[config.mk]
export PLATFORM = sky130hd
export DESIGN_NAME = seg7_scan_driver
export DESIGN_NICKNAME = d
export VERILOG_FILES = /design/src/rtl/seg7_pkg.sv /design/src/rtl/seg7_decode.sv /design/src/rtl/seg7_scan_driver.sv
export SDC_FILE = /design/constraint.sdc
export NUM_CORES = 1
export LEC_CHECK = 0
export CAP_MARGIN = 20
export CORE_MARGIN = 2
export CORE_UTILIZATION = 38
export DETAILED_ROUTE_END_ITERATION = 8
export PLACE_DENSITY = 0.66
export SLEW_MARGIN = 20
export SYNTH_ARGS = -nofsm -noshare
export SYNTH_HDL_FRONTEND = slang
export SYNTH_SLANG_ARGS = --single-unit
[constraint.sdc]
create_clock -name clk -period 2.24 [get_ports clk]
set_clock_uncertainty 0.05 [all_clocks]
set_input_delay 0.448 -clock clk [delete_from_list [all_inputs] [get_ports clk]]
set_output_delay 0.448 -clock clk [all_outputs]
set_load 0.01 [all_outputs]
[src/rtl/seg7_pkg.sv]
// Shared segment encodings for the seven-segment scan driver.
// Patterns are active-low, ordered {g,f,e,d,c,b,a}.
package seg7_pkg;

  typedef logic [6:0] seg_t;

  localparam seg_t SEG_0    = 7'b100_0000;
  localparam seg_t SEG_1    = 7'b111_1001;
  localparam seg_t SEG_2    = 7'b010_0100;
  localparam seg_t SEG_3    = 7'b011_0000;
  localparam seg_t SEG_4    = 7'b001_1001;
  localparam seg_t SEG_5    = 7'b001_0010;
  localparam seg_t SEG_6    = 7'b000_0010;
  localparam seg_t SEG_7    = 7'b111_1000;
  localparam seg_t SEG_8    = 7'b000_0000;
  localparam seg_t SEG_9    = 7'b001_0000;
  localparam seg_t SEG_DASH = 7'b011_1111;
  localparam seg_t SEG_OFF  = 7'b111_1111;

endpackage

[src/rtl/seg7_decode.sv]
// Combinational BCD-to-segment decoder; non-decimal codes render as a dash.
module seg7_decode
  import seg7_pkg::*;
(
  input  logic [3:0] code_i,
  output seg_t       seg_o
);

  always_comb begin
    seg_o = SEG_DASH;
    case (code_i)
      4'd0:    seg_o = SEG_0;
      4'd1:    seg_o = SEG_1;
      4'd2:    seg_o = SEG_2;
      4'd3:    seg_o = SEG_3;
      4'd4:    seg_o = SEG_4;
      4'd5:    seg_o = SEG_5;
      4'd6:    seg_o = SEG_6;
      4'd7:    seg_o = SEG_7;
      4'd8:    seg_o = SEG_8;
      4'd9:    seg_o = SEG_9;
      default: seg_o = SEG_DASH;
    endcase
  end

endmodule

[src/rtl/seg7_scan_driver.sv]
// Time-multiplexed seven-segment driver with double-buffered BCD load and blink.
// Define SEG7_LZ_BLANK_EN to blank leading zeros (digit 0 is never blanked).
module seg7_scan_driver
  import seg7_pkg::*;
#(
  parameter int unsigned NUM_DIGITS   = 3,
  parameter int unsigned SCAN_DIV     = 50000,
  parameter int unsigned BLINK_FRAMES = 64
) (
  input  logic                    clk,
  input  logic                    reset,
  input  logic [4*NUM_DIGITS-1:0] bcd_in,
  input  logic                    load,
  input  logic                    blink_en,
  input  logic [NUM_DIGITS-1:0]   dp_mask,
  output logic [6:0]              seg,
  output logic                    dp,
  output logic [NUM_DIGITS-1:0]   an,
  output logic                    frame_start
);

  localparam int unsigned IW = (NUM_DIGITS > 1) ? $clog2(NUM_DIGITS) : 1;
  localparam int unsigned PW = $clog2(SCAN_DIV);
  localparam int unsigned BW = (BLINK_FRAMES > 1) ? $clog2(BLINK_FRAMES) : 1;

  logic [PW-1:0]           presc_q, presc_d;
  logic [IW-1:0]           idx_q, idx_d;
  logic [4*NUM_DIGITS-1:0] shadow_q, shadow_d;
  logic [4*NUM_DIGITS-1:0] active_q, active_d;
  logic                    pending_q, pending_d;
  logic [BW-1:0]           bcnt_q, bcnt_d;
  logic                    phase_on_q, phase_on_d;

  seg_t                    seg_q, seg_d;
  logic                    dp_q, dp_d;
  logic [NUM_DIGITS-1:0]   an_q, an_d;
  logic                    fs_q, fs_d;

  logic                    presc_last, idx_last, frame_wrap;
  logic [3:0]              cur_code;
  logic                    cur_dp, cur_blank, show;
  logic [NUM_DIGITS-1:0]   lz_blank;
  seg_t                    dec_seg;

  // Scan timing and frame-boundary buffer/blink bookkeeping.
  always_comb begin
    presc_last = (presc_q == PW'(SCAN_DIV - 1));
    idx_last   = (idx_q == IW'(NUM_DIGITS - 1));
    frame_wrap = presc_last && idx_last;

    presc_d = presc_last ? '0 : presc_q + 1'b1;
    idx_d   = idx_q;
    if (presc_last) begin
      idx_d = idx_last ? '0 : idx_q + 1'b1;
    end

    shadow_d  = load ? bcd_in : shadow_q;
    active_d  = active_q;
    pending_d = pending_q | load;
    // A load coinciding with the copy stays pending for the following frame.
    if (frame_wrap && pending_q) begin
      active_d  = shadow_q;
      pending_d = load;
    end

    bcnt_d     = bcnt_q;
    phase_on_d = phase_on_q;
    if (frame_wrap) begin
      if (bcnt_q == BW'(BLINK_FRAMES - 1)) begin
        bcnt_d     = '0;
        phase_on_d = ~phase_on_q;
      end else begin
        bcnt_d = bcnt_q + 1'b1;
      end
    end
  end

`ifdef SEG7_LZ_BLANK_EN
  logic zero_run;

  always_comb begin
    lz_blank = '0;
    zero_run = 1'b1;
    for (int k = int'(NUM_DIGITS) - 1; k >= 1; k--) begin
      zero_run    = zero_run && (active_q[4*k +: 4] == 4'd0);
      lz_blank[k] = zero_run;
    end
  end
`else
  assign lz_blank = '0;
`endif

  always_comb begin
    cur_code  = '0;
    cur_dp    = 1'b0;
    cur_blank = 1'b0;
    for (int k = 0; k < int'(NUM_DIGITS); k++) begin
      if (idx_q == IW'(k)) begin
        cur_code  = active_q[4*k +: 4];
        cur_dp    = dp_mask[k];
        cur_blank = lz_blank[k];
      end
    end
  end

  seg7_decode u_decode (
    .code_i (cur_code),
    .seg_o  (dec_seg)
  );

  always_comb begin
    show  = !(blink_en && !phase_on_q);
    seg_d = (show && !cur_blank) ? dec_seg : SEG_OFF;
    dp_d  = show ? ~cur_dp : 1'b1;
    an_d  = ~(NUM_DIGITS'(1) << idx_q);
    fs_d  = (idx_q == '0) && (presc_q == '0);
  end

  always_ff @(posedge clk) begin
    if (reset) begin
      presc_q    <= '0;
      idx_q      <= '0;
      shadow_q   <= '0;
      active_q   <= '0;
      pending_q  <= 1'b0;
      bcnt_q     <= '0;
      phase_on_q <= 1'b1;
      seg_q      <= SEG_OFF;
      dp_q       <= 1'b1;
      an_q       <= '1;
      fs_q       <= 1'b0;
    end else begin
      presc_q    <= presc_d;
      idx_q      <= idx_d;
      shadow_q   <= shadow_d;
      active_q   <= active_d;
      pending_q  <= pending_d;
      bcnt_q     <= bcnt_d;
      phase_on_q <= phase_on_d;
      seg_q      <= seg_d;
      dp_q       <= dp_d;
      an_q       <= an_d;
      fs_q       <= fs_d;
    end
  end

  assign seg         = seg_q;
  assign dp          = dp_q;
  assign an          = an_q;
  assign frame_start = fs_q;

endmodule

==> flow_metrics.tcl <==
set metrics [dict create \
    synth_edf_count 0 \
    status "complete, no violations" \
    cts_setup_buffers 0 \
    slew_viol_final 0 \
    first_pass_iters 4 \
    startpoint_type "flip-flop" \
    clock-sinks 62 \
    setup_violations 0 \
    holdBufCountCts 0 \
    synth_warnings 0 \
    synth_cells 274 \
    num_vias 1936 \
    hold_violations 0 \
    synth-simple-area-share_pct 20.9 \
    max_slew_margin_pct 61.5 \
    root_buffer "clkbuf_8" \
    drc_errors 0 \
    synth_top_flop_cell "dfxtp_1" \
    syn_nets 297 \
    slowest_delay_ps 550 \
    synth_common_cells "dfxtp_1 (62), nor2_1 (56), mux2i_1 (32)" \
    fmax_mhz 488 \
    post-route-util_pct 49.3 \
    ir_worst_vdd_v 0.000333 \
    worstHoldPathType "flip-flop to flip-flop" \
    grt_util_met1_pct 18.5 \
    final_layout_size_suffix_gt1_share_pct 8.31 \
    synth_compound_area_share_pct 6.72 \
    drt_wl_total_mm 4.61 \
    synth.distinct_cells 37 \
    place_ws_ps 142 \
    rows 29 \
    grt_util_met3_pct 5.20 \
    ys_seq_area_share_pct 49.0 \
    via_per_inst 4.96 \
    tightest_slew_ps 573 \
    hold_ws_ps 428 \
    synth_top_area_cell "dfxtp_1" \
    path_cells "or4_4 -> nor4_4 -> and3_1 -> or2_2 -> nor2_1" \
    final_nets 332 \
    htreeDepth 3 \
    synth_area_per_cell_sq_um 9.24 \
    syn_to_final_growth_pct 24.4 \
    grtUsageMet2_pct 20.4 \
    antenna_cells 0 \
    grt_antenna_before_repair 0 \
    crit_type "flip-flop to flip-flop" \
    grt_pass1_wl_mm 8.08 \
    cp.required_ps 2410 \
    placed_area_sq_um 2910 \
    crit_path_top_delay_cell "or4_4" \
    fin_area_sq_um 3150 \
    dieArea_sq_um 7330 \
    async_reset_ff_share_pct 0 \
    insertion_delay_ps 340 \
    clkTransAtPathRegs_ps 60 \
    grt_overflow 0 \
    powerDensity_nw_per_um2 749 \
    rsz0062_at_grt "no" \
    start_util_pct 39.6 \
    finalWorstSetupSlack_ps 192 \
    cts_buffer_depth 2 \
    yosysMostFrequentCell "dfxtp_1" \
    netlist_area_sq_um 2530 \
    critical_path.max_fanout 15 \
    min_period_ps 2050 \
    maxCapViolations 0 \
    crit_path_end_kind "flip-flop" \
    cts_tree "yes" \
    wl_per_cell_um 11.8 \
    globalplace.congestion 0.856 \
    grt_usage_pct 14.3 \
    power.leakage_uw 0.00131 \
    setup-tns-final_ps 0 \
    yosysTopAreaCellShare_pct 49.0 \
    fp.dieH_um 85.6 \
    grt-busiest-layer "met2" \
    io_buffers 30 \
    core_sq_um 6390 \
    numCtsBuffers 9 \
    crit_arrival_ps 2220 \
    grt_start_max_net_pins 30 \
    ant_nets 0 \
    synth-xor-area-share_pct 5.19 \
    period_share_pct 91.4 \
    yosys.area_share.adder_pct 1.98 \
    muxShareOfSynthArea_pct 12.7 \
    dieWidth_um 85.6 \
    first_iter_violations 68 \
    io_pins 31 \
    synthTopCellsByArea "dfxtp_1 (49%), mux2i_1 (13%), nor2_1 (8.3%)" \
    ys_seq_elements 62 \
    grt_pass1_vias 1767 \
    place_hpwl_mm 3.20 \
    synth_top_family_by_area "simple AND/OR/NAND/NOR gates" \
]
[worst max-delay path, delay by kind of cell (launching register included)]
| family | cells | cell delay [ps] |
|---|---|---|
| flip-flops | 1 | 340 |
| AND/OR/NAND/NOR | 5 | 1540 |
[metrics by stage]
| stage | cells | total power [uW] |
|---|---|---|
| CTS | 390 | 2400 |
| finish | 390 | 2360 |
| detailed placement | 375 | 1300 |
| floorplan | 274 | 1230 |
| global route | 390 | 2460 |
| global placement | 375 | 1290 |
[worst paths after layout]
path | start | endpoint | slack (ps) | cells past startpoint
worst max register to register | presc_q[13]$_SDFF_PP0_ | presc_q[4]$_SDFF_PP0_ | 190 | 5
worst max-delay path | presc_q[13]$_SDFF_PP0_ | presc_q[4]$_SDFF_PP0_ | 190 | 5
worst min-delay path | presc_q[0]$_SDFF_PP0_ | presc_q[0]$_SDFF_PP0_ | 430 | 1
worst min register to register | presc_q[0]$_SDFF_PP0_ | presc_q[0]$_SDFF_PP0_ | 430 | 1
[final cells by class]
cell class,count,area [sq um]
repair buffers,36,345
inverters,8,30.0
clock buffers,11,151
clock inverters,4,70.1
well taps,77,96.3
multi-input cells,192,1210
fillers,612,3240
flip-flops and latches,62,1240
[sequential cells by signal, indices dropped and copies added (netlist names), 2 cells and up]
signal    flops
presc_q      16
active_q     12
shadow_q     12
seg           7
bcnt_q        6
an            3
idx_q         2
[cells in the final DEF, fill, tap and decap left out, drive strengths merged, types with 2 or more instances in the layout]
cell type / n
and3: 6
o22ai: 2
o21ai: 10
nor3: 4
buf: 6
nand4: 5
mux2i: 32
nor2b: 2
nor2: 56
dfxtp: 62
xor2: 7
nand2: 18
clkdlybuf4s50: 30
a21oi: 10
nor4: 3
or3: 4
o22a: 2
clkbuf: 11
nand3: 9
inv: 8
bufinv: 2
clkinv: 2
xnor2: 8
ha: 4
[power breakdown]
group | internal [uW] | total [uW] | switching, uW | leakage, uW
combinational | 71.1 | 122 | 50.6 | 0.000689
sequential | 1130 | 1150 | 14.6 | 0.000506
clock | 677 | 1090 | 413 | 0.000115
[routing by layer]
layer | wire (um) | share of wire, % | vias up
li1 | - | - | 1011
met4 | 120 | 2.6 | 0
met2 | 2000 | 43 | 38
met3 | 219 | 4.7 | 10
met5 | 0 | 0 | -
met1 | 2270 | 49 | 877
[repair_timing]
| item | CTS | global route |
|---|---|---|
| setup endpoints to repair | 0 | 2 |
| gates resized for setup | 0 | 2 |
| endpoints found under the hold margin | 0 | 0 |
[logic make-up after synthesis]
logic type      count (synthesis)
simple gates                  112
flops                          62
mux                            32
compound gates                 29
buf+inv                        20
xor+xnor                       15
fa+ha+maj                       4
(Power assumes the default switching activity.)
